===== src/rtl/shift_line_sequencer.sv =====
// Sequencer for a tap shift line: divides the clock to a sample tick, accepts one
// streamed sample per tick, and drives shift-enable/data, fill tracking and zero flush.
module shift_line_sequencer #(
    parameter int DIV_WIDTH    = 25,
    parameter int TOTAL_TAPS   = 9,
    parameter int BITS_PER_TAP = 8
) (
    input  logic                    i_clk,
    input  logic                    i_rst_n,
    input  logic                    i_enable,
    input  logic                    i_div_load,
    input  logic [DIV_WIDTH-1:0]    i_div_value,
    input  logic                    i_flush,
    input  logic [BITS_PER_TAP-1:0] i_value,
    input  logic                    i_valid,
    output logic                    o_ready,
    output logic                    o_shift_en,
    output logic [BITS_PER_TAP-1:0] o_shift_value,
    output logic                    o_taps_valid,
    output logic                    o_busy,
    output logic                    o_underrun,
    output logic                    o_LED
);
    localparam int FILL_W = $clog2(TOTAL_TAPS + 1);
    localparam logic [FILL_W-1:0] TAPS_MAX = FILL_W'(TOTAL_TAPS);

    typedef enum logic [1:0] {IDLE, RUN, FLUSH} state_t;

    state_t                  state_q, state_d;
    logic [DIV_WIDTH-1:0]    div_q, div_d, cnt_q, cnt_d;
    logic [FILL_W-1:0]       fill_q, fill_d, fcnt_q, fcnt_d;
    logic                    shift_en_q, shift_en_d;
    logic                    busy_q, busy_d;
    logic                    underrun_q, underrun_d;
    logic [BITS_PER_TAP-1:0] shift_val_q, shift_val_d;
    logic                    counting, tick, run_tick;

    // The divider freezes as soon as enable drops in RUN, so a tick in that cycle is lost.
    always_comb begin
        counting = ((state_q == RUN) && i_enable) || (state_q == FLUSH);
        tick     = counting && (cnt_q == '0) && !i_div_load;
        run_tick = (state_q == RUN) && tick && !i_flush;
    end

    assign o_ready       = run_tick;
    assign o_shift_en    = shift_en_q;
    assign o_shift_value = shift_val_q;
    assign o_busy        = busy_q;
    assign o_underrun    = underrun_q;
    assign o_taps_valid  = (fill_q == TAPS_MAX);
    assign o_LED         = ~cnt_q[DIV_WIDTH-1];

    always_comb begin
        state_d     = state_q;
        div_d       = div_q;
        cnt_d       = cnt_q;
        fill_d      = fill_q;
        fcnt_d      = fcnt_q;
        shift_en_d  = 1'b0;
        shift_val_d = '0;
        busy_d      = busy_q;
        underrun_d  = underrun_q;

        if (i_div_load) begin
            div_d = i_div_value;
            cnt_d = i_div_value;
        end else if (counting) begin
            cnt_d = (cnt_q == '0) ? div_q : cnt_q - 1'b1;
        end

        case (state_q)
            IDLE, RUN: begin
                if (i_flush) begin
                    // First zero shift is issued on the entry edge; fcnt counts shifts issued.
                    state_d    = FLUSH;
                    busy_d     = 1'b1;
                    shift_en_d = 1'b1;
                    fcnt_d     = FILL_W'(1);
                    fill_d     = '0;
                    underrun_d = 1'b0;
                end else if (state_q == IDLE) begin
                    if (i_enable) state_d = RUN;
                end else if (!i_enable) begin
                    state_d = IDLE;
                end else if (run_tick) begin
                    shift_en_d  = 1'b1;
                    shift_val_d = i_valid ? i_value : '0;
                    if (!i_valid) underrun_d = 1'b1;
                    if (fill_q != TAPS_MAX) fill_d = fill_q + 1'b1;
                end
            end
            FLUSH: begin
                if (fcnt_q == TAPS_MAX) begin
                    state_d = i_enable ? RUN : IDLE;
                    busy_d  = 1'b0;
                end else begin
                    shift_en_d = 1'b1;
                    fcnt_d     = fcnt_q + 1'b1;
                end
            end
            default: state_d = IDLE;
        endcase
    end

    always_ff @(posedge i_clk or negedge i_rst_n) begin
        if (!i_rst_n) begin
            state_q     <= IDLE;
            div_q       <= '1;
            cnt_q       <= '1;
            fill_q      <= '0;
            fcnt_q      <= '0;
            shift_en_q  <= 1'b0;
            shift_val_q <= '0;
            busy_q      <= 1'b0;
            underrun_q  <= 1'b0;
        end else begin
            state_q     <= state_d;
            div_q       <= div_d;
            cnt_q       <= cnt_d;
            fill_q      <= fill_d;
            fcnt_q      <= fcnt_d;
            shift_en_q  <= shift_en_d;
            shift_val_q <= shift_val_d;
            busy_q      <= busy_d;
            underrun_q  <= underrun_d;
        end
    end
endmodule


===== config.mk =====
export PLATFORM = sky130hd
export DESIGN_NAME = shift_line_sequencer
export DESIGN_NICKNAME = d
export VERILOG_FILES = /design/src/rtl/shift_line_sequencer.sv
export SDC_FILE = /design/constraint.sdc
export NUM_CORES = 1
export LEC_CHECK = 0
export ABC_CLOCK_PERIOD_IN_PS = 2450
export CORE_ASPECT_RATIO = 0.75
export CORE_MARGIN = 2
export CORE_UTILIZATION = 36
export DETAILED_ROUTE_END_ITERATION = 10
export SLEW_MARGIN = 10
export SYNTH_ARGS = -nofsm -noshare
export SYNTH_HDL_FRONTEND = slang
export SYNTH_SLANG_ARGS = --single-unit

===== constraint.sdc =====
create_clock -name i_clk -period 2.45 [get_ports i_clk]
set_clock_uncertainty 0.15 [all_clocks]
set_input_delay 0.245 -clock i_clk [delete_from_list [all_inputs] [get_ports i_clk]]
set_output_delay 0.245 -clock i_clk [all_outputs]
set_load 0.01 [all_outputs]

; ---- Yosys cells after proc, flatten, opt, wreduce, memory -nomap -nowiden
; Cells that the tools add are included.
[classes]
n_mux = 38
add_sub_neg = 3
reduce_logical = 21
eq_ne = 12
bitwise_logic = 1
[op_table]
columns = op, count
row1 = 2-to-1 mux 25 bit, 3
row2 = 2-to-1 mux 8 bit, 6
row3 = 2-to-1 mux 4 bit, 7
row4 = logical NOT 25 bit, 1
row5 = subtractor 25 x 1 -> 25 bit (second input constant), 1
row6 = 2-to-1 mux 1 bit, 13
row7 = inequality test 4 bit (second input constant), 3
row8 = 2-to-1 mux 2 bit, 5
row9 = AND reduction 5 bit, 2
row10 = nonzero test 2 bit, 5
row11 = AND reduction 3 bit, 3
row12 = adder 4 x 1 -> 4 bit (second input constant), 2
row13 = equality test 4 bit (second input constant), 2
row14 = inequality test 2 bit (second input constant), 4
row15 = case mux 4 bit (2 select lines), 1
row16 = logical AND 1 bit, 5
row17 = case mux 1 bit (2 select lines), 2
row18 = case mux 2 bit (2 select lines), 1
row19 = equality test 2 x 1 -> 1 bit (second input constant), 1
row20 = equality test 2 bit (second input constant), 1
row21 = logical NOT 1 bit, 2
row22 = logical NOT 2 bit, 1
row23 = inequality test 2 x 1 -> 1 bit (second input constant), 1
row24 = OR reduction 2 bit, 1
row25 = other kinds (2), 2
[totals]
word_cells = 84
out_inout_bits = 14
register_bits = 71

; ---- Longest topological paths before layout
; Gate-level depths: netlist of the first run.
[depth]
depth_word = 12
mapped_depth = 8
mapped_depth_nobuf = 8

; ---- Least setup slack after synthesis of the first run
; Ideal clock, no wire load.
[synth_path]
path_type = register to register
startpoint = register cnt_q[0]
endpoint = register cnt_q[22]
path_stages_with_launch = 8
setup_ns = 0.091
period_less_slack_ns = 2.153
slack_ns = 0.297
arrival_ns = 1.912
t_required_ns = 2.209
n_path_buf = 0
cell_sequence = dfstp_2 -> inv_1 -> ha_1 -> nor3b_1 -> nand4_1 -> o41a_1 -> o32ai_1 -> o21ai_0
[synth_between]
elab_chain_cells = 4
[synth_rtl]
columns = element, line
row1 = from (decl), 30  ; logic [DIV_WIDTH-1:0] div_q, div_d, cnt_q, cnt_d;
row2 = from (signal assigned), 119  ; cnt_q <= cnt_d;
row3 = subtractor 25 x 1 -> 25 bit / logical NOT 25 bit (equally long branches), 68  ; cnt_d = (cnt_q == '0) ? div_q : cnt_q - 1'b1;
row4 = 2-to-1 mux 25 bit *, 68
row5 = 2-to-1 mux 25 bit *, 67  ; end else if (counting) begin
row6 = 2-to-1 mux 25 bit *, 64  ; if (i_div_load) begin
; Every way passes the cells marked *; elsewhere a longest branch is shown, timed or not. The select of a mux whose other input is x is not followed.
; A chain may end at the register's enable or synchronous reset.

; ---- Worst setup path in the final report of the first run
[layout_path]
startpoint = register cnt_q[18]
endpoint = output port o_ready
[layout_between]
elab_chain_cells = 5
[layout_rtl]
columns = element, line
row1 = logical NOT 25 bit, 41  ; tick = counting && (cnt_q == '0) && !i_div_load;
row2 = logical AND 1 bit (2 in series), 41
row3 = logical AND 1 bit (2 in series), 42  ; run_tick = (state_q == RUN) && tick && !i_flush;
row4 = to (decl), 16  ; output logic o_ready,
; No other way between the ends.

==> results of run 1 <==
[area by class of cell]
| cell class | instances | area share [%] |
|---|---|---|
| Inverter | 9 | 0.678 |
| Clock buffer | 10 | 4.79 |
| Timing Repair Buffer | 87 | 15.7 |
| Sequential cell | 71 | 36.9 |
| Clock inverter | 6 | 1.20 |
| Tap cell | 136 | 3.41 |
| Multi-Input combinational cell | 269 | 37.3 |
[kinds of logic (layout without fill, tap and decap cells)]
kind of cell,after synthesis,in the layout,synth area share (%)
AOI/OAI and AO/OA,95,95,16.7
xor gates and xnor gates,13,13,3.00
adders and majority gates,6,6,1.98
buffers and inverters,30,112,3.29
DFF,71,71,48.4
muxes,24,24,7.08
and+or+nand+nor,131,131,19.5
[final timing paths]
check	slack [ns]	endpoint
max	0.17	o_ready
min	0.29	o_shift_en
max reg2reg	0.21	cnt_q[22]
min reg2reg	0.32	div_q[15]
max in group asynchronous	1.49	cnt_q[21]
min in group asynchronous	0.30	o_busy
[report_power, final]
group / switching (mW) / total [mW] / leakage (nW) / internal (mW)
combinational: 0.690 / 1.35 / 0.912 / 0.656
sequential: 0.351 / 1.93 / 0.803 / 1.58
clock: 0.505 / 1.31 / 0.144 / 0.810
[metal layers]
| layer | up-vias | share of wire (%) | wire length [um] | GRT usage, % |
|---|---|---|---|---|
| li1 | 1543 | - | - | - |
| met1 | 1570 | 49 | 4910 | 26.4 |
| met2 | 67 | 45 | 4430 | 26.1 |
| met3 | 9 | 4.6 | 456 | 4.45 |
| met4 | 0 | 1.3 | 127 | 6.42 |
| met5 | - | 0 | 0 | 0 |
[Yosys cell counts (all sizes together) (2+ instances only)]
library cell,count,share of area [%]
a31oi,2,0.33
or4,2,0.40
o31a,4,0.92
o21a,4,0.79
o41ai,2,0.46
ha,6,2.0
nand2b,3,0.49
nor3b,3,0.59
dfrtp,21,14
nand2,17,1.7
a22oi,11,2.2
nand4,5,0.82
a221o,2,0.53
buf,6,0.89
o31ai,3,0.59
o21ai,26,3.4
a211oi,10,2.0
mux2,23,6.8
o22ai,11,1.8
o32ai,3,0.69
inv,9,0.89
nor2,22,2.2
dfstp,50,35
or3,6,0.99
and2,9,1.5
xor2,7,1.6
nor2b,2,0.33
clkbuf,15,1.5
and3,2,0.33
xnor2,6,1.4
nand3,10,1.4
nor4,12,2.9
a21oi,10,1.3
nor3,30,4.0
[worst register-to-register path, stage by stage (launching register included)]
cell	delay, ns
dfstp_2	0.39
inv_1	0.08
ha_1	0.20
nor3b_1	0.28
nand4_1	0.31
o41a_1	0.40
o32ai_1	0.24
o21ai_0	0.10
[per-stage QoR]
| stage | utilization [%] | instances |
|---|---|---|
| 4_1_cts | 48.3 | 588 |
| 2_1_floorplan | - | 370 |
| 5_1_grt | 48.5 | 588 |
| 3_5_place_dp | 45.3 | 571 |
| 3_3_place_gp | 45.3 | 571 |
| 6_report | 48.5 | 588 |
[sequential cells by signal (all words and copies together), names as in the netlist]
name	flops
o_busy	1
o_shift_value	8
state_q	2
div_q	25
cnt_q	25
fill_q	4
fcnt_q	4
o_shift_en	1
o_underrun	1
[placed cells by master (no fill, tap or decap), drive strengths merged, types with 2 or more instances in the layout]
master / count
inv: 9
o21ai: 26
o31a: 4
ha: 6
o32ai: 3
o41ai: 2
xnor2: 6
nand3: 10
a22oi: 11
nor4: 12
mux2: 23
or3: 6
dfstp: 50
a211oi: 10
clkinv: 3
nor3b: 3
and2: 9
buf: 37
a21oi: 10
or4: 2
a221o: 2
and3: 2
clkinvlp: 2
o22ai: 11
clkdlybuf4s50: 49
nand2b: 3
nor3: 30
clkbuf: 10
nor2: 22
o31ai: 3
a31oi: 2
xor2: 7
dfrtp: 21
nand2: 17
nor2b: 2
nand4: 5
o21a: 4
[timing repair]
item | in CTS | in global routing
setup buffers | 0 | 0
pin swaps | 1 | 4
endpoints found under the setup margin | 1 | 1
hold buffers | 1 | 0
cloned | 0 | 0
gates resized for setup | 4 | 4
hold endpoints to repair | 21 | 0
==> flow_summary_export.csv, run 1 <==
group,metric,value,unit
worst_hold_path,hold_path_class,"input pin to flip-flop",
grt,grt_pass1_vias,3152,
clock_tree,clockBufferDepth,2,
layout,area_growth,31.2,%
clock_tree,cts-htree-levels,3,
synth,synth-edff-count,0,
synth,ys.warnings.count,0,
floorplanning,core_area,10300,um2
setup_path,cp.depth,7,
power,irDropWorstVdd,0.434,mV
clock_tree,path_clk_slew,0.06,ns
grt,grt_use_total,18.1,%
setup_path,crit_arrival,1.88,ns
layout,num-fill-cells,963,
grt,grt_pass1_wl,16.0,mm
setup_path,worstPathCellList,"nor4_4, nand2_1, nor4_2, buf_4, nand2_1, nor2_1, buf_2",
synth,synth_seq_cells,71,
floorplanning,num_rows,32,
placed_design,dpl.hpwl,6.94,mm
synth,synthCells,370,
setup_path,critPathMaxStageDelay,0.40,ns
setup_path,cp_slowest_cell,"dfstp_2",
grt,grt_max_degree,72,
timing,rsz0062_at_grt,"no",
setup_path,path_max_fanout,5,
clock_tree,clock_latency,0.34,ns
placed_design,gp_congestion,0.812,
clock_tree,cts_root_buf,"clkbuf_16",
layout,regArea,1840,um2
timing,layout_setup_ws,0.174,ns
timing,fin_setup_tns,0,ns
placed_design,place_ws,-0.0261,ns
power,power-per-cell-area,921,nW/um2
run_status,status,"complete, no violations",
placed_design,placed_cell_area,4660,um2
setup_path,path_buf_inv,2,
layout,drive_above_1_share,29.9,%
route,firstDrtPassIters,4,
floorplanning,start_util,36.9,%
timing,fin_crit_sh,92.9,%
synth,synth_area_per_cell,10.3,um2
clock_tree,cts_buffers,9,
synth,syn_nets,415,
synth,ys_async_sr_fraction,100,%
setup_path,r2r_start,"cnt_q[1]",
layout,antenna_cells,0,
setup_path,crit_start,"cnt_q[18]",
worst_hold_path,min_from,"i_div_load",
clock_tree,numClockSinks,71,
route,routed_wl,9.92,mm
floorplanning,chipHeight,93.0,um
timing,max_freq,0.439,GHz
setup_path,crit_family,"simple AND/OR/NAND/NOR gates",
synth,syn_area,3800,um2
setup_path,crit_top_cell,"nand2_1",
floorplanning,die_w,123,um
route,num_vias,3189,
synth,yosys_most_used_dff,"dfstp_2",
layout,multi_input_area,1860,um2
grt,overflow,0,
route,ant_nets,0,
timing,setup_viol,0,
setup_path,required,2.06,ns
setup_path,crit_type,"flip-flop to primary output",
route,post_drt_via_cell_ratio,5.42,
timing,hold_viol_final,0,
synth,synth-seq-area-share,48.4,%
worst_hold_path,min_path_cells,5,
setup_path,critPathLaunchType,"flip-flop",
power,finalPower,4.59,mW
floorplanning,dieArea,11400,um2
grt,antenna_found_initial,0,
timing,period_needed,2.28,ns
route,drt_iter0_drc,227,
clock_tree,cts_tree,"yes",
timing,final_max_slew_viol_count,0,
setup_path,end_kind,"primary output",
route,route.detailed.drc,0,
job,maxCapViolCount,0,
layout,stdcell_area,4990,um2
synth,synth_cell_types,58,
power,leakage,1.86,nW
route,wl_per_cell,16.9,um
timing,whs,0.294,ns
setup_path,reg2reg_depth,7,
timing,worst_slew_pin_slew,0.504,ns
timing,relSlewSlack,66.4,%
floorplanning,ios,53,
layout,fin_nets,492,
placed_design,io_buffers,52,
Power figures use the tool's default switching activity.
==> run 2, diff against run 1 <==
--- a/config.mk
+++ b/config.mk
@@ -8,9 +8,9 @@
 export ABC_CLOCK_PERIOD_IN_PS = 2450
 export CORE_ASPECT_RATIO = 0.75
 export CORE_MARGIN = 2
-export CORE_UTILIZATION = 36
+export CORE_UTILIZATION = 55
 export DETAILED_ROUTE_END_ITERATION = 10
-export SLEW_MARGIN = 10
+export PLACE_DENSITY = 0.8
 export SYNTH_ARGS = -nofsm -noshare
 export SYNTH_HDL_FRONTEND = slang
 export SYNTH_SLANG_ARGS = --single-unit
==> flow_summary_export.csv, run 2 (same netlist as run 1, synthesis figures left out) <==
group,metric,value,unit
timing,worst_slew_pin_slew,0.501,ns
setup_path,reg2reg_slack,0.18,ns
layout,stdcell_area,4800,um2
power,finalPower,4.17,mW
power,irDropWorstVdd,0.375,mV
route,wl_per_cell,18.0,um
power,power-per-cell-area,869,nW/um2
grt,overflow,0,
grt,grt_pass1_vias,3256,
setup_path,critPathMaxStageDelay,0.40,ns
timing,relSlewSlack,66.6,%
placed_design,io_buffers,52,
layout,final_cell_mix,"dfstp_2, clkdlybuf4s50_1, nor3_1, buf_4, o21ai_0",
route,ant_nets,0,
power,p_seq_share,46.7,%
route,firstDrtPassIters,5,
layout,area_growth,26.2,%
floorplanning,core_area,6770,um2
power,intPower,2.69,mW
power,combPwrFrac,30.7,%
layout,drive_above_1_share,28.3,%
timing,period_needed,2.31,ns
placed_design,dpl.hpwl,6.70,mm
setup_path,critPathLaunchType,"flip-flop",
floorplanning,chipHeight,76.0,um
floorplanning,die_w,100,um
clock_tree,numClockSinks,71,
timing,layout_setup_ws,0.136,ns
layout,fin_nets,488,
route,route.detailed.drc,0,
setup_path,crit_arrival,1.92,ns
power,power_switching,1.48,mW
floorplanning,dieArea,7600,um2
clock_tree,cts-htree-levels,3,
timing,whs,0.244,ns
clock_tree,path_clk_slew,0.07,ns
grt,antenna_found_initial,0,
timing,rsz0062_at_grt,"no",
floorplanning,ios,53,
timing,final_max_slew_viol_count,0,
timing,max_freq,0.432,GHz
placed_design,place_ws,0.0725,ns
route,post_drt_via_cell_ratio,6.23,
timing,fin_setup_tns,0,ns
clock_tree,cts_buffers,9,
layout,instances_no_fill,532,
setup_path,crit_type,"flip-flop to primary output",
setup_path,cp_slowest_cell,"dfstp_2",
run_status,status,"complete, no violations",
grt,grt_max_degree,72,
timing,setup_viol,0,
timing,fin_crit_sh,94.4,%
setup_path,crit_top_cell,"nor4_4",
power,clockPowerShare,22.6,%
grt,grt_use_total,26.1,%
floorplanning,start_util,56.2,%
clock_tree,clockBufferDepth,2,
setup_path,path_max_fanout,4,
setup_path,end_kind,"primary output",
layout,finish.utilization,70.9,%
timing,hold_viol_final,0,
power,leakage,1.80,nW
route,drt_iter0_drc,288,
clock_tree,cts_tree,"yes",
worst_hold_path,hold_path_class,"input pin to asynchronous set/reset pin",
route,routed_wl,9.59,mm
grt,grt_pass1_wl,15.8,mm
clock_tree,cts_root_buf,"clkbuf_8",
layout,antenna_cells,0,
clock_tree,clock_latency,0.35,ns
floorplanning,num_rows,26,
setup_path,worstPathCellList,"nor4_4, nand3b_1, nor4_4, nand2_1, nor2_1, clkbuf_2",
placed_design,dp_cells,514,
placed_design,placed_cell_area,4570,um2
route,num_vias,3312,
job,maxCapViolCount,0,
power,p_sw_share,35.5,%
setup_path,required,2.06,ns
placed_design,gp_congestion,0.873,
[run 2: changes by cell type in the layout (fill, tap and decap cells not counted), moves of 2 or more]
cell	previous run	this run
buf_2	3	1
clkbuf_16	9	0
nor3_1	28	30
buf_4	33	28
clkbuf_8	1	10
nor3_2	2	0
[run 2: final timing paths]
| check | from | end | cells past startpoint |
|---|---|---|---|
| worst max register to register | cnt_q[7] | fill_q[1] | 6 |
| min in group i_clk | i_value[7] | o_shift_value[7] | 2 |
| worst max-delay path | cnt_q[7] | o_ready | 6 |
| worst min register to register | div_q[15] | div_q[15] | 2 |
| worst min-delay path | i_rst_n | o_underrun | 3 |
| max in group asynchronous | i_rst_n | div_q[14] | 3 |
[run 2: repair_timing]
action	4_1_cts	5_1_grt
hold buffers	1	0
pin swaps	2	3
resized for setup	2	3
hold endpoints to repair	21	0
setup buffers	0	1
setup endpoints to repair	1	3
[run 2: final cells by class]
cell class | count | area [um2]
Fill cell | 489 | 1970
Sequential cell | 71 | 1840
Timing Repair Buffer | 83 | 771
Multi-Input combinational cell | 269 | 1850
Tap cell | 84 | 105
Clock buffer | 11 | 141
Clock inverter | 5 | 56.3
Inverter | 9 | 33.8
[run 2: power groups by stage]
stage	clock network, mW	registers (mW)	logic (mW)
2_1_floorplan	0	1.83	0.851
3_3_place_gp	0	1.92	1.21
3_5_place_dp	0	1.94	1.26
4_1_cts	0.967	1.93	1.26
5_1_grt	1.00	1.98	1.40
6_report	0.944	1.95	1.28
[run 2: worst max-delay path: cells and delay by family (launching register included)]
family	cells	cell delay (ns)
DFF	1	0.40
and+or+nand+nor	5	1.03
buffers and inverters	1	0.13
[run 2: metal layers]
metal  up-vias  GRT usage, %  part of all wire (%)
met3        20          7.52                   7.3
met5         -             0                     0
li1       1545             -                     -
met1      1609          37.1                    46
met2       138          38.1                    45
met4         0          10.0                   1.9
==> run 3, diff against run 2 <==
--- a/config.mk
+++ b/config.mk
@@ -8,9 +8,9 @@
 export ABC_CLOCK_PERIOD_IN_PS = 2450
 export CORE_ASPECT_RATIO = 0.75
 export CORE_MARGIN = 2
-export CORE_UTILIZATION = 55
+export CORE_UTILIZATION = 50
 export DETAILED_ROUTE_END_ITERATION = 10
-export PLACE_DENSITY = 0.8
+export PLACE_DENSITY = 0.74
 export SYNTH_ARGS = -nofsm -noshare
 export SYNTH_HDL_FRONTEND = slang
 export SYNTH_SLANG_ARGS = --single-unit
==> flow_summary_export.csv, run 3 (same netlist as run 1, synthesis figures left out) <==
group,metric,value,unit
route,drt_iter0_drc,322,
route,firstDrtPassIters,5,
timing,fin_setup_tns,0,ns
clock_tree,cts_buffers,9,
placed_design,gp_congestion,0.918,
timing,final_max_slew_viol_count,0,
timing,period_needed,2.31,ns
setup_path,cp_slowest_cell,"dfstp_2",
floorplanning,die_w,105,um
timing,relSlewSlack,58.1,%
clock_tree,clockBufferDepth,2,
setup_path,path_max_fanout,7,
placed_design,place_ws,0.0705,ns
clock_tree,cts_tree,"yes",
grt,antenna_found_initial,0,
floorplanning,dieArea,8320,um2
layout,fin_nets,497,
grt,grt_use_total,25.2,%
placed_design,dpl.hpwl,7.04,mm
timing,setup_viol,0,
timing,max_freq,0.433,GHz
timing,whs,0.266,ns
setup_path,end_kind,"flip-flop",
floorplanning,num_rows,27,
setup_path,critPathLaunchType,"flip-flop",
worst_hold_path,hold_path_class,"input pin to flip-flop",
power,finalPower,4.35,mW
clock_tree,path_clk_slew,0.08,ns
power,irDropWorstVdd,0.626,mV
worst_hold_path,min_path_cells,3,
setup_path,crit_type,"flip-flop to flip-flop",
layout,stdcell_area,4910,um2
timing,rsz0062_at_grt,"no",
floorplanning,chipHeight,79.5,um
route,ant_nets,0,
setup_path,reg2reg_depth,9,
layout,antenna_cells,0,
setup_path,reg2reg_slack,0.14,ns
timing,layout_setup_ws,0.139,ns
placed_design,io_buffers,52,
setup_path,r2r_start,"cnt_q[13]",
timing,hold_viol_final,0,
clock_tree,cts_root_buf,"clkbuf_8",
grt,grt_max_degree,45,
floorplanning,start_util,51.6,%
layout,drive_above_1_share,30.4,%
power,power-per-cell-area,887,nW/um2
setup_path,reg2reg_to,"fill_q[0]",
worst_hold_path,hold-path-endpoint,"cnt_q[1]",
setup_path,crit_top_cell,"buf_4",
floorplanning,core_area,7360,um2
setup_path,required,2.54,ns
setup_path,crit_arrival,2.40,ns
layout,final_cell_mix,"dfstp_2, clkdlybuf4s50_1, buf_4, nor3_1, o21ai_0",
grt,grt_pass1_vias,3307,
setup_path,worstPathCellList,"buf_4, nor4_1, buf_4, nand3_2, buf_4, nor2_1, buf_4, a21oi_1, a221o_1",
clock_tree,numClockSinks,71,
power,leakage,1.84,nW
grt,grt_pass1_wl,16.5,mm
timing,worst_slew_pin_slew,0.628,ns
grt,overflow,0,
worst_hold_path,min_from,"i_div_load",
route,num_vias,3356,
route,post_drt_via_cell_ratio,6.01,
layout,num-fill-cells,618,
setup_path,critPathMaxStageDelay,0.38,ns
placed_design,placed_cell_area,4640,um2
setup_path,path_buf_inv,4,
route,wl_per_cell,17.7,um
clock_tree,clock_latency,0.36,ns
route,routed_wl,9.86,mm
floorplanning,ios,53,
job,maxCapViolCount,0,
setup_path,crit_family,"buffers and inverters",
timing,fin_crit_sh,94.3,%
route,route.detailed.drc,0,
clock_tree,cts-htree-levels,3,
run_status,status,"complete, no violations",
layout,final_common_cell,"dfstp_2",
layout,area_growth,29.1,%
## run 3: changes by cell type in the layout (fill, tap and decap cells not counted), sizes merged
cell,previous run,this run
buf,31,42
clkbuf,12,9
clkinvlp,1,3
bufinv,1,2
clkdlybuf4s50,50,49
clkinv,2,1
## run 3: worst max-delay path by stage
| stage | from | endpoint | slack (ns) | depth (start not counted) |
|---|---|---|---|---|
| final | cnt_q[13] | fill_q[0] | 0.14 | 9 |
| after global routing | cnt_q[20] | o_ready | 0.01 | 7 |
| after CTS | cnt_q[17] | o_ready | 0.02 | 7 |
| after detailed placement | cnt_q[4] | o_ready | 0.07 | 7 |
| after global placement | cnt_q[4] | o_ready | 0.09 | 7 |
| after floorplan | cnt_q[0] | cnt_q[22] | 0.30 | 7 |
## run 3: worst min-delay path: stages
cell and delay (ns):
buf_2 0.22, a22oi_1 0.19, o21ai_0 0.09
## run 3: power by group
group | leakage (nW) | total [mW] | internal (mW) | switching [mW]
Clock | 0.102 | 1.05 | 0.574 | 0.474
Sequential | 0.803 | 1.91 | 1.58 | 0.330
Combinational | 0.939 | 1.40 | 0.674 | 0.725
## run 3: what timing repair did
action / 4_1_cts / 5_1_grt
setup buffers: 1 / 2
hold buffers: 1 / 0
endpoints found under the setup margin: 1 / 1
pin swaps: 1 / 3
resized for setup: 4 / 3
endpoints found under the hold margin: 4 / 0
## run 3: per-layer routing
metal,GRT usage (%),share of wire (%),vias to the layer above
met5,0,0,-
met4,9.07,2.1,0
met3,6.45,5.8,21
met2,37.7,44,117
met1,35.7,48,1657
li1,-,-,1561
## run 3: area by class of cell
class | count | area, um2 | area share (%)
multi-input cells | 269 | 1850 | 37.8
clock buffers | 9 | 124 | 2.52
flip-flops and latches | 71 | 1840 | 37.5
repair buffers | 92 | 833 | 17.0
well taps | 101 | 126 | 2.58
clock inverters | 7 | 96.3 | 1.96
inverters | 9 | 33.8 | 0.689
## run 3: through the flow
step	std cells	utilization [%]
CTS	556	66.4
detailed placement	538	63.0
finish	558	66.6
floorplan	370	-
global route	558	66.6
global placement	538	63.0
